$ cat src/rtl/mcu_el2_pkg.sv
// rtl/mcu_el2_pkg.sv - shared PMP types, mode encodings and permission helper
package mcu_el2_pkg;

  typedef enum logic [1:0] {
    READ  = 2'd0,
    WRITE = 2'd1,
    EXEC  = 2'd2
  } mcu_el2_pmp_type_e;

  localparam logic [1:0] PMP_OFF   = 2'd0;
  localparam logic [1:0] PMP_TOR   = 2'd1;
  localparam logic [1:0] PMP_NA4   = 2'd2;
  localparam logic [1:0] PMP_NAPOT = 2'd3;

  typedef struct packed {
    logic       lock;
    logic [1:0] mode;
    logic       execute;
    logic       write;
    logic       read;
  } mcu_el2_pmp_cfg_pkt_t;

  typedef enum logic [1:0] {
    S_IDLE = 2'd0,
    S_SCAN = 2'd1,
    S_RESP = 2'd2
  } mcu_el2_pmp_chk_state_e;

  // Unlocked entries never restrict machine mode.
  function automatic logic pmp_perm(mcu_el2_pmp_cfg_pkt_t cfg, mcu_el2_pmp_type_e t, logic mmode);
    logic allow;
    if (mmode && !cfg.lock) begin
      allow = 1'b1;
    end else begin
      case (t)
        READ:    allow = cfg.read;
        WRITE:   allow = cfg.write;
        EXEC:    allow = cfg.execute;
        default: allow = 1'b0;
      endcase
    end
    return allow;
  endfunction

endpackage

$ cat src/rtl/mcu_el2_pmp_entry_match.sv
// rtl/mcu_el2_pmp_entry_match.sv - combinational address match for one PMP entry
module mcu_el2_pmp_entry_match
  import mcu_el2_pkg::*;
(
  input  mcu_el2_pmp_cfg_pkt_t cfg,
  input  logic [31:0]          addr,
  input  logic [31:0]          prev_addr,
  input  logic [29:0]          wa,
  output logic                 hit
);

  logic [29:0] a;
  logic [29:0] lo;
  logic [29:0] care;
  logic        unused_bits;

  assign unused_bits = ^{cfg.lock, cfg.execute, cfg.write, cfg.read, addr[31:30], prev_addr[31:30]};

  always_comb begin
    a  = addr[29:0];
    lo = prev_addr[29:0];
    // a ^ (a+1) sets the trailing ones plus the first zero: the NAPOT don't-care span.
    care = ~(a ^ (a + 30'd1));
    case (cfg.mode)
      PMP_TOR:   hit = (lo < a) && (wa >= lo) && (wa < a);
      PMP_NA4:   hit = (wa == a);
      PMP_NAPOT: hit = (((wa ^ a) & care) == 30'd0);
      default:   hit = 1'b0;
    endcase
  end

endmodule

$ cat config.mk
export PLATFORM = sky130hd
export DESIGN_NAME = mcu_el2_pmp_entry_match
export DESIGN_NICKNAME = d
export VERILOG_FILES = /design/src/rtl/mcu_el2_pkg.sv /design/src/rtl/mcu_el2_pmp_entry_match.sv
export SDC_FILE = /design/constraint.sdc
export NUM_CORES = 1
export LEC_CHECK = 0
export CORE_MARGIN = 2
export CORE_UTILIZATION = 42
export DETAILED_ROUTE_END_ITERATION = 6
export PLACE_DENSITY_LB_ADDON = 0.15
export SLEW_MARGIN = 25
export SYNTH_ARGS = -nofsm -noshare
export SYNTH_HDL_FRONTEND = slang
export SYNTH_SLANG_ARGS = --single-unit
$ cat constraint.sdc
create_clock -name vclk -period 2.6
set_input_delay 0.52 -clock vclk [all_inputs]
set_output_delay 0.52 -clock vclk [all_outputs]
set_load 0.05 [all_outputs]
# Word-level counts from Yosys, hierarchy flattened
# Index checks and enable logic that the tools add are counted.
# W data, S select, Z words.
# totals
regBits	0
input_bits	100
output_inout_bits	1
word_cells	16
# op_classes
addsub	1
magnitude_cmp	3
eq_ne	4
mux	1
bitwise	4
reduce_logical	3
# op_table
cell	count
$lt A30 B30 Y1	2
$xor A30 B30 Y30	2
$add A30 B1 Y30 const B	1
$and A30 B30 Y30	1
$eq A30 B30 Y1	1
$ge A30 B30 Y1	1
$logic_not A30 Y1	1
$not A30 Y30	1
$eq A2 B2 Y1 const B	2
$pmux W1 S3	1
$eq A2 B1 Y1 const B	1
$logic_and A1 B1 Y1	2

# Depth between registers and ports, before layout
# Gate-level depths: netlist (run 1).
# depth
depth_word	6
mapped_depth	9
mapped_depth_nobuf	9

# Least setup slack after synthesis (run 1)
# OpenSTA, ideal clock, no wires.
# synth_path
path_kind	input port to output port
startpoint	in addr[23]
endpoint	out hit
arrival_time_ns	2.605
required_time_ns	2.080
path_slack_ns	-0.525
stages	8
n_path_buf	0
cell_sequence	inv_1 ha_1 nand2_1 or3_1 or4b_1 nor4_1 a21oi_1 a2bb2oi_2
# synth_between
elab_chain_cells	6
elab_cells_between_ends	12
classes_between	1 x add/sub; 2 x order compare; 1 x eq/ne; 1 x mux; 4 x bitwise; 3 x reduce/logical
# synth_lines
item	line	rtl
start, declared	mcu_el2_pmp_entry_match.sv:6	input logic [31:0] addr,
$add A30 B1 Y30	mcu_el2_pmp_entry_match.sv:23	care = ~(a ^ (a + 30'd1));
$xor A30 B30 Y30	mcu_el2_pmp_entry_match.sv:23	
$not A30 Y30	mcu_el2_pmp_entry_match.sv:23	
$and A30 B30 Y30	mcu_el2_pmp_entry_match.sv:27	PMP_NAPOT: hit = (((wa ^ a) & care) == 30'd0);
$logic_not A30 Y1	mcu_el2_pmp_entry_match.sv:27	
$pmux W1 S3 *	mcu_el2_pmp_entry_match.sv:24	case (cfg.mode)
end, declared	mcu_el2_pmp_entry_match.sv:9	output logic hit
# Every way passes the cells marked *; elsewhere a longest branch is shown, timed or not.

# Worst setup path in the final report (run 1)
# layout_path
startpoint	in prev_addr[21]
endpoint	out hit
# layout_between
elab_chain_cells	4
elab_cells_between_ends	5
classes_between	2 x order compare; 1 x mux; 2 x reduce/logical
# layout_lines
item	line	rtl
start, declared	mcu_el2_pmp_entry_match.sv:7	input logic [31:0] prev_addr,
$lt A30 B30 Y1 / $ge A30 B30 Y1 (equally long branches)	mcu_el2_pmp_entry_match.sv:25	PMP_TOR: hit = (lo < a) && (wa >= lo) && (wa < a);
$logic_and A1 B1 Y1 * (2 in a row)	mcu_el2_pmp_entry_match.sv:25	
$pmux W1 S3 *	mcu_el2_pmp_entry_match.sv:24	
# Marked as above.

==> results of run 1 <==
## stage by stage
step	setup TNS, ns	hold slack [ns]	std cells
after global routing	-1.05	1.85	667
after global placement	-1.00	1.87	636
after detailed placement	-1.03	1.88	636
after CTS	-0.550	1.83	657
final	-1.08	1.84	667
after floorplan	-0.287	1.24	350
## critical path, delay by kind of cell
family / cells / cell delay [ns]
buf+inv: 4 / 0.55
simple gates: 2 / 0.43
fa+ha+maj: 1 / 0.26
compound gates: 5 / 1.40
## how the worst max path moves through the flow
stage,start,to,slack [ns]
final,prev_addr[21],hit,-1.08
after global routing,prev_addr[21],hit,-1.05
after CTS,wa[21],hit,-0.55
after detailed placement,addr[29],hit,-1.03
after global placement,addr[29],hit,-1.00
after floorplan,addr[29],hit,-0.29
## metal layers
metal	up-vias	wire length, µm	track usage
met5	-	0	0
met4	0	1840	0.317
met3	207	2010	0.104
met2	468	7530	0.765
met1	2020	5440	0.415
li1	1824	-	-
## layout make-up
class	instances	area, µm²
Tap cell	75	93.8
Inverter	62	250
Fill cell	217	420
Multi-Input combinational cell	288	3270
Timing Repair Buffer	242	1880
## placed cells by master, fill, tap and decap left out, drive strengths merged, types with 9 or more instances in the layout
cell / synthesis / final
o21ai: 10 / 10
a21oi: 38 / 38
nand4: 16 / 16
nand2: 24 / 24
nand3: 11 / 11
dlygate4sd2: 0 / 39
and4: 9 / 9
clkbuf: 0 / 9
ha: 90 / 90
nor2: 13 / 13
inv: 62 / 62
a31oi: 10 / 10
buf: 0 / 183
## kinds of logic (layout without fill, tap and decap cells)
group | Yosys count | in the layout
compound gates | 94 | 94
buf+inv | 62 | 304
fa+ha+maj | 90 | 90
simple gates | 103 | 103
xor+xnor | 1 | 1
## what timing repair did
action / 4_1_cts / 5_1_grt
cloned: 0 / 0
resized for setup: 310 / 55
endpoints found under the setup margin: 1 / 1
pin swaps: 74 / 32
buffers inserted: 22 / 12
## where the power goes
part	total (µW)	switching, µW	internal [µW]	leakage [µW]
Sequential	0	0	0	0
Clock	0	0	0	0
Combinational	1060	528	535	0.00264
Total	1060	528	535	0.00264
==> qor.txt, run 1 <==
Synth Area in XOR/XNOR -> 0.00340
Drt first pass iters -> 7
Final period util -> 1.42
Most frequent cells after synthesis -> ha_1, inv_1, a21oi_1
Period minus WS final -> 3.68 ns
DP Area -> 4650 µm²
Top-area cell type share of the netlist area -> 0.437
Multiplexer share of the synthesized area -> 0
Final hold vios -> 0
Synth Area in Adders -> 0.437
Synthesis-to-finish area growth -> 113%
Synth Area in Compound Gates -> 0.233
Global route overflow -> 0
Final-stage net count -> 784
Worst Path Required -> 2.08 ns
Yosys cell types -> 43
RSZ-0062 raised after global routing -> yes
WP data arrival -> 3.16 ns
Sequential element share of the synthesized area -> 0
Critical-path maximum fanout -> 2
Max Freq -> 272 MHz
Die width -> 82.3 µm
Max-cap check violation count -> 0
RD Place Congestion -> 0.907
Post-synthesis cell count -> 350
Avg Vias per Cell -> 6.78
Hold path depth -> 7
CP Class -> in -> out
Setup crit start kind -> input pin
Iter 0 DRT Violations -> 459
CP Capture Type -> output port
Power Density -> 193 nW/µm²
Routed Antenna Nets -> 0
CORE AREA -> 5920 µm²
# diodes -> 0
Post-Syn Nets -> 540
Layout clock buffer count -> 0
Final setup violation count -> 1
Ys Warns -> 0
DRC viols -> 0
Initial antenna violation count -> 0
PortBufs -> 93
Slowest cell on crit path -> o21ai_0
Die Ht -> 82.3 µm
Via count of the first global-routing pass -> 4584
VDD IR max -> 0.131 mV
Pins Over Slew Limit -> 0
DP HPWL -> 8.26 mm
Die area -> 6780 µm²
Mapped Area -> 2580 µm²
Type of the most critical hold path -> in -> out
First-pass GRT wire length -> 22.0 mm
WHS Endpoint -> hit
Number of cell rows -> 28
Main combinational cell family by area after synthesis -> adder cells
Worst Tran Pin Value -> 0.890 ns
Worst Setup Slack post-DPL -> -1.03 ns
Register area -> 0 µm²
Synth area leaders -> ha_1, inv_1, a21oi_1, nand2_1, nand4_1
Simple-Gate Fraction of Synth Area -> 0.236
Failing checks -> negative setup slack
Total power -> 1060 µW
Final Util -> 0.929
Avg Inst Size Synth -> 7.36 µm²
Final WL -> 16.8 mm
GRT Util Overall -> 0.424
Worst Hold Launch -> addr[23]
Mean routed wirelength per cell -> 25.2 µm
Top-count cell post-synth -> ha_1
Share of post-route cells with drive strength above 1 -> 0.552
Vias -> 4519
Status -> finished, violations left
Io pins -> 101
Cell taking the most area after synthesis -> ha_1
Slew margin rel. -> 0.400
Hold buffer count at CTS -> 0
Critical-path cell list -> dlygate4sd2_1, inv_2, ha_4, buf_4, nand2_1, o21ai_0, a21oi_1, o211ai_1, a21oi_2, nor4_4, a2bb2oi_4, buf_12
Final setup margin -> -1.08 ns
Num sequential -> 0
Pleak -> 0.00264 µW
Max stage delay on crit path -> 0.71 ns
Fin area -> 5500 µm²
Largest net degree at the start of global routing -> 7
Initial Util -> 0.435
(Power assumes the default switching activity.)
==> inputs of run 2 (changes only) <==
--- a/config.mk
+++ b/config.mk
@@ -5,10 +5,12 @@
 export SDC_FILE = /design/constraint.sdc
 export NUM_CORES = 1
 export LEC_CHECK = 0
-export CORE_MARGIN = 2
+export ABC_CLOCK_PERIOD_IN_PS = 2600
+export CORE_MARGIN = 8
 export CORE_UTILIZATION = 42
 export DETAILED_ROUTE_END_ITERATION = 6
 export PLACE_DENSITY_LB_ADDON = 0.15
+export RECOVER_POWER = 50
 export SLEW_MARGIN = 25
 export SYNTH_ARGS = -nofsm -noshare
 export SYNTH_HDL_FRONTEND = slang
==> qor.txt, run 2 (synthesized netlist as in run 1, its figures left out) <==
Met3 wire len -> 1.31 mm
Final WL -> 14.6 mm
# diodes -> 0
Via count of the first global-routing pass -> 4435
Top Metal Used -> met4
Num sequential -> 0
RD Place Congestion -> 0.930
Synthesis-to-finish area growth -> 105%
Final hold vios -> 0
Failing checks -> negative setup slack
Vias -> 4094
Non-Filler Instances -> 654
Global route overflow -> 0
Avg Vias per Cell -> 6.26
Io pins -> 101
Share of post-route cells with drive strength above 1 -> 0.518
DRC viols -> 0
Wire length on met2 -> 7.15 mm
Total power -> 980 µW
Final setup violation count -> 1
VDD IR max -> 0.128 mV
Drt first pass iters -> 6
Iter 0 DRT Violations -> 249
Layout clock buffer count -> 0
First-pass GRT wire length -> 21.9 mm
Most common cell after layout, fill and taps aside -> buf_4
CORE AREA -> 5920 µm²
CP Class -> in -> out
DP HPWL -> 8.99 mm
Final period util -> 1.28
Final Util -> 0.894
Type of the most critical hold path -> in -> out
Pins Over Slew Limit -> 0
Worst Path Required -> 2.08 ns
GRT Util Overall -> 0.306
Die Ht -> 94.3 µm
Largest net degree at the start of global routing -> 7
Final setup margin -> -0.732 ns
Number of cell rows -> 28
Period minus WS final -> 3.33 ns
Die width -> 94.3 µm
CP Capture Type -> output port
Die area -> 8900 µm²
FILL cells -> 273
Initial antenna violation count -> 0
Worst Setup Slack post-DPL -> -1.04 ns
Status -> finished, violations left
Most frequent cells in the layout -> buf_4, ha_1, ha_4
Slew margin rel. -> 0.731
Routed Antenna Nets -> 0
Hold buffer count at CTS -> 0
Worst Tran Pin Value -> 0.400 ns
RSZ-0062 raised after global routing -> yes
Max Freq -> 300 MHz
Dpl cells -> 635
Mean routed wirelength per cell -> 22.4 µm
PortBufs -> 93
Power Density -> 185 nW/µm²
Critical-path maximum fanout -> 6
WP data arrival -> 2.81 ns
Initial Util -> 0.435
Post-Route M1 WL -> 5.04 mm
Setup crit start kind -> input pin
Max-cap check violation count -> 0
Register area -> 0 µm²
Final-stage net count -> 771
Pleak -> 0.00255 µW
## run 2: layout make-up
| class | count | area, µm² | area share |
|---|---|---|---|
| Tap cell | 75 | 93.8 | 0.0177 |
| Timing Repair Buffer | 229 | 1790 | 0.339 |
| Multi-Input combinational cell | 288 | 3150 | 0.595 |
| Inverter | 62 | 255 | 0.0482 |
## run 2: power breakdown
group	total, µW	internal [µW]	switching, µW	leakage [µW]
Sequential	0	0	0	0
Combinational	980	511	469	0.00255
Clock	0	0	0	0
Total	980	511	469	0.00255
## run 2: per-stage QoR
step                      TNS [ns]  cell area [µm²]  hold slack, ns
after floorplan             -0.287             2730            1.24
after global placement      -0.992             4640            1.86
after detailed placement     -1.04             4640            1.86
after CTS                   -0.551             5160            1.81
after global routing        -0.786             5290            1.88
final                       -0.732             5290            1.86
## run 2: final timing paths
check / from / endpoint / depth (start not counted)
worst max-delay path: addr[3] / hit / 10
worst min-delay path: addr[23] / hit / 7
## run 2: timing repair
item                                   in CTS  in global routing
gates resized for setup                   288                 38
setup endpoints to repair                   1                  1
endpoints found under the hold margin       0                  0
setup buffers                              17                  3
pin swaps                                  73                 24
## run 2: worst max-delay path: stages
cell and delay, ns:
clkdlybuf4s15_2 0.27, nand4_1 0.24, nor4_4 0.39, buf_4 0.20
and2_1 0.18, a31oi_1 0.13, nor4_2 0.33, nand4_1 0.20
a2bb2oi_4 0.21, buf_12 0.15
## run 2: per-layer routing
metal  GRT usage  up-vias
met3      0.0619      112
met5           0        -
li1            -     1803
met2       0.565      296
met4       0.193        0
met1       0.306     1883
==> inputs of run 3 (changes only) <==
--- a/config.mk
+++ b/config.mk
@@ -5,10 +5,11 @@
 export SDC_FILE = /design/constraint.sdc
 export NUM_CORES = 1
 export LEC_CHECK = 0
+export ABC_AREA = 1
 export ABC_CLOCK_PERIOD_IN_PS = 2600
-export CORE_MARGIN = 8
-export CORE_UTILIZATION = 42
+export CORE_UTILIZATION = 45
 export DETAILED_ROUTE_END_ITERATION = 6
+export GPL_ROUTABILITY_DRIVEN = 0
 export PLACE_DENSITY_LB_ADDON = 0.15
 export RECOVER_POWER = 50
 export SLEW_MARGIN = 25
==> qor.txt, run 3 <==
Sequential element share of the synthesized area -> 0
Yosys cell types -> 27
Status -> stopped before the end
Largest net degree at the start of global routing -> 6
Synth area leaders -> ha_1, nand2_1, inv_1, nor2_1, a21oi_1
Initial Util -> 0.478
Worst Setup Slack post-DPL -> -0.652 ns
Avg Inst Size Synth -> 5.67 µm²
Mapped Area -> 3120 µm²
Number of cell rows -> 29
Most frequent cells after synthesis -> nand2_1, inv_1, ha_1
DP HPWL -> 8.67 mm
Cell taking the most area after synthesis -> ha_1
Top-area cell type share of the netlist area -> 0.361
Die Ht -> 85.3 µm
Top-count cell post-synth -> nand2_1
Ys Warns -> 0
Die width -> 85.3 µm
Log Error -> [ERROR DPL-0038] Utilization greater than 100%, impossible to legalize
Worst EP kind -> primary output
Post-Syn Nets -> 740
Io pins -> 101
PortBufs -> 93
Post-synthesis cell count -> 550
Last stage reached -> 5_1_grt
Worst endpoint, post-GRT repair -> hit
[run 3: cell families after synthesis]
group | share of synthesized area
simple gates | 0.387
buf+inv | 0.135
fa+ha+maj | 0.361
compound gates | 0.114
xor+xnor | 0.00281
[run 3: through the flow]
step	instances	cell area [µm²]	hold WS (ns)	utilization	setup TNS (ns)
after floorplan	550	3120	1.47	-	0
after detailed placement	799	4750	1.89	0.727	-0.652
after global placement	799	4750	1.89	0.727	-0.666
after CTS	811	6000	1.83	0.919	0
[run 3: timing repair]
| action | in CTS |
|---|---|
| gates resized for setup | 466 |
| pin swaps | 135 |
| setup buffers | 15 |
| hold buffers | 0 |
| endpoints found under the setup margin | 1 |
==> inputs of run 4 (changes only) <==
--- a/config.mk
+++ b/config.mk
@@ -6,8 +6,8 @@
 export NUM_CORES = 1
 export LEC_CHECK = 0
 export ABC_AREA = 1
-export ABC_CLOCK_PERIOD_IN_PS = 2600
-export CORE_UTILIZATION = 45
+export ABC_CLOCK_PERIOD_IN_PS = 3400
+export CORE_UTILIZATION = 40
 export DETAILED_ROUTE_END_ITERATION = 6
 export GPL_ROUTABILITY_DRIVEN = 0
 export PLACE_DENSITY_LB_ADDON = 0.15
==> constraint.sdc (replaced) <==
create_clock -name vclk -period 3.4
set_input_delay 0.68 -clock vclk [all_inputs]
set_output_delay 0.68 -clock vclk [all_outputs]
set_load 0.05 [all_outputs]
==> qor.txt, run 4 <==
Sequential element share of the synthesized area -> 0
Layout clock buffer count -> 0
DRC viols -> 0
Post-Syn Nets -> 740
Synthesis-to-finish area growth -> 53.8%
WP data arrival -> 2.65 ns
Final period util -> 0.979
Clk pwr share -> 0
Pint -> 277 µW
Worst Hold Launch -> cfg[4]
Mapped Area -> 3120 µm²
Vias -> 3757
PortBufs -> 93
Final hold vios -> 0
Die width -> 90.3 µm
VDD IR max -> 0.0571 mV
Io pins -> 101
Critical-path maximum fanout -> 2
Max Freq -> 300 MHz
Hold buffer count at CTS -> 0
Max-cap check violation count -> 0
Worst Tran Pin Value -> 0.326 ns
Slew margin rel. -> 0.781
Yosys cell types -> 27
Switching share of power -> 0.501
Seq pwr share -> 0
Die area -> 8150 µm²
Net Switching -> 279 µW
DP HPWL -> 8.14 mm
Num sequential -> 0
Ys Warns -> 0
Status -> finished clean
Avg Vias per Cell -> 4.85
Via count of the first global-routing pass -> 3696
Hold path depth -> 4
Worst Path Required -> 2.72 ns
WHS Endpoint -> hit
Most common cell after layout, fill and taps aside -> nand2_1
Synth area leaders -> ha_1, nand2_1, inv_1, nor2_1, a21oi_1
Pins Over Slew Limit -> 0
Final setup violation count -> 0
Initial antenna violation count -> 0
Most frequent cells after synthesis -> nand2_1, inv_1, ha_1
Die Ht -> 90.3 µm
Cell taking the most area after synthesis -> ha_1
Final setup margin -> 0.0719 ns
GRT Util Overall -> 0.219
Iter 0 DRT Violations -> 162
CP Class -> in -> out
Most frequent cells in the layout -> nand2_1, inv_1, clkdlybuf4s50_1
Fin area -> 4800 µm²
Share of post-route cells with drive strength above 1 -> 0.157
Final-stage net count -> 867
Top-area cell type share of the netlist area -> 0.361
Mean routed wirelength per cell -> 12.1 µm
Initial Util -> 0.421
Post-synthesis cell count -> 550
Period minus WS final -> 3.33 ns
Pleak -> 0.00268 µW
Routed Antenna Nets -> 0
CP Capture Type -> output port
First-pass GRT wire length -> 15.3 mm
Number of cell rows -> 31
Global route overflow -> 0
DP Area -> 4400 µm²
Avg Inst Size Synth -> 5.67 µm²
Top-count cell post-synth -> nand2_1
Setup crit start kind -> input pin
Type of the most critical hold path -> in -> out
Largest net degree at the start of global routing -> 6
# diodes -> 0
Final WL -> 9.38 mm
Worst Setup Slack post-DPL -> -0.111 ns
Register area -> 0 µm²
CORE AREA -> 7410 µm²
Power Density -> 116 nW/µm²
Drt first pass iters -> 4
Combinational share of power -> 1.000
run 4: cell counts after synthesis:
No cell type changed its count.
run 4: repair_timing:
| item | in CTS | in global routing |
|---|---|---|
| endpoints found under the setup margin | 1 | 1 |
| gates resized for setup | 4 | 74 |
| setup buffers | 0 | 3 |
| pin swaps | 0 | 16 |
run 4: through the flow:
stage | TNS (ns) | power (µW) | hold slack (ns) | instances | utilization
floorplan | 0 | 264 | 1.79 | 550 | -
global placement | -0.109 | 484 | 2.21 | 771 | 0.594
detailed placement | -0.111 | 496 | 2.22 | 771 | 0.594
CTS | 0 | 502 | 2.19 | 771 | 0.597
global route | -0.0545 | 629 | 2.21 | 774 | 0.648
finish | 0 | 556 | 2.17 | 774 | 0.648
run 4: final cells by class:
type / instances / area (µm²)
inverter: 112 / 420
fill: 645 / 2610
timing repair buffer: 125 / 1220
multi-input combinational: 438 / 3040
tap: 99 / 124
run 4: how the worst max path moves through the flow:
stage	from	end	cells past startpoint	slack (ns)
2_1_floorplan	addr[29]	hit	12	0.54
3_3_place_gp	prev_addr[7]	hit	11	-0.11
3_5_place_dp	prev_addr[29]	hit	12	-0.11
4_1_cts	addr[1]	hit	15	0.01
5_1_grt	prev_addr[26]	hit	12	-0.05
6_report	prev_addr[26]	hit	12	0.07
run 4: routing by layer:
| layer | track usage | part of all wire | vias up |
|---|---|---|---|
| met5 | 0 | 0 | - |
| met2 | 0.416 | 0.50 | 89 |
| met1 | 0.269 | 0.45 | 1651 |
| li1 | - | - | 2003 |
| met4 | 0.0430 | 0.016 | 0 |
| met3 | 0.0143 | 0.039 | 14 |
run 4: critical path: stages:
cell,delay (ns)
clkdlybuf4s50_1,0.49
inv_1,0.05
ha_1,0.28
nand2_1,0.11
nor2_2,0.15
nand2_2,0.10
nor4b_4,0.26
nand2_1,0.09
nand3_1,0.11
nand3_2,0.09
nand3_2,0.09
buf_12,0.14
run 4: cells by family after synthesis:
group / count (synthesis) / synth area share
xor+xnor: 1 / 0.00281
simple gates: 281 / 0.387
buf+inv: 112 / 0.135
compound gates: 66 / 0.114
fa+ha+maj: 90 / 0.361
run 4: power groups by stage:
stage / Sequential (µW) / Clock, µW / Combinational, µW
after floorplan: 0 / 0 / 264
after global placement: 0 / 0 / 484
after detailed placement: 0 / 0 / 496
after CTS: 0 / 0 / 502
after global routing: 0 / 0 / 629
final: 0 / 0 / 556
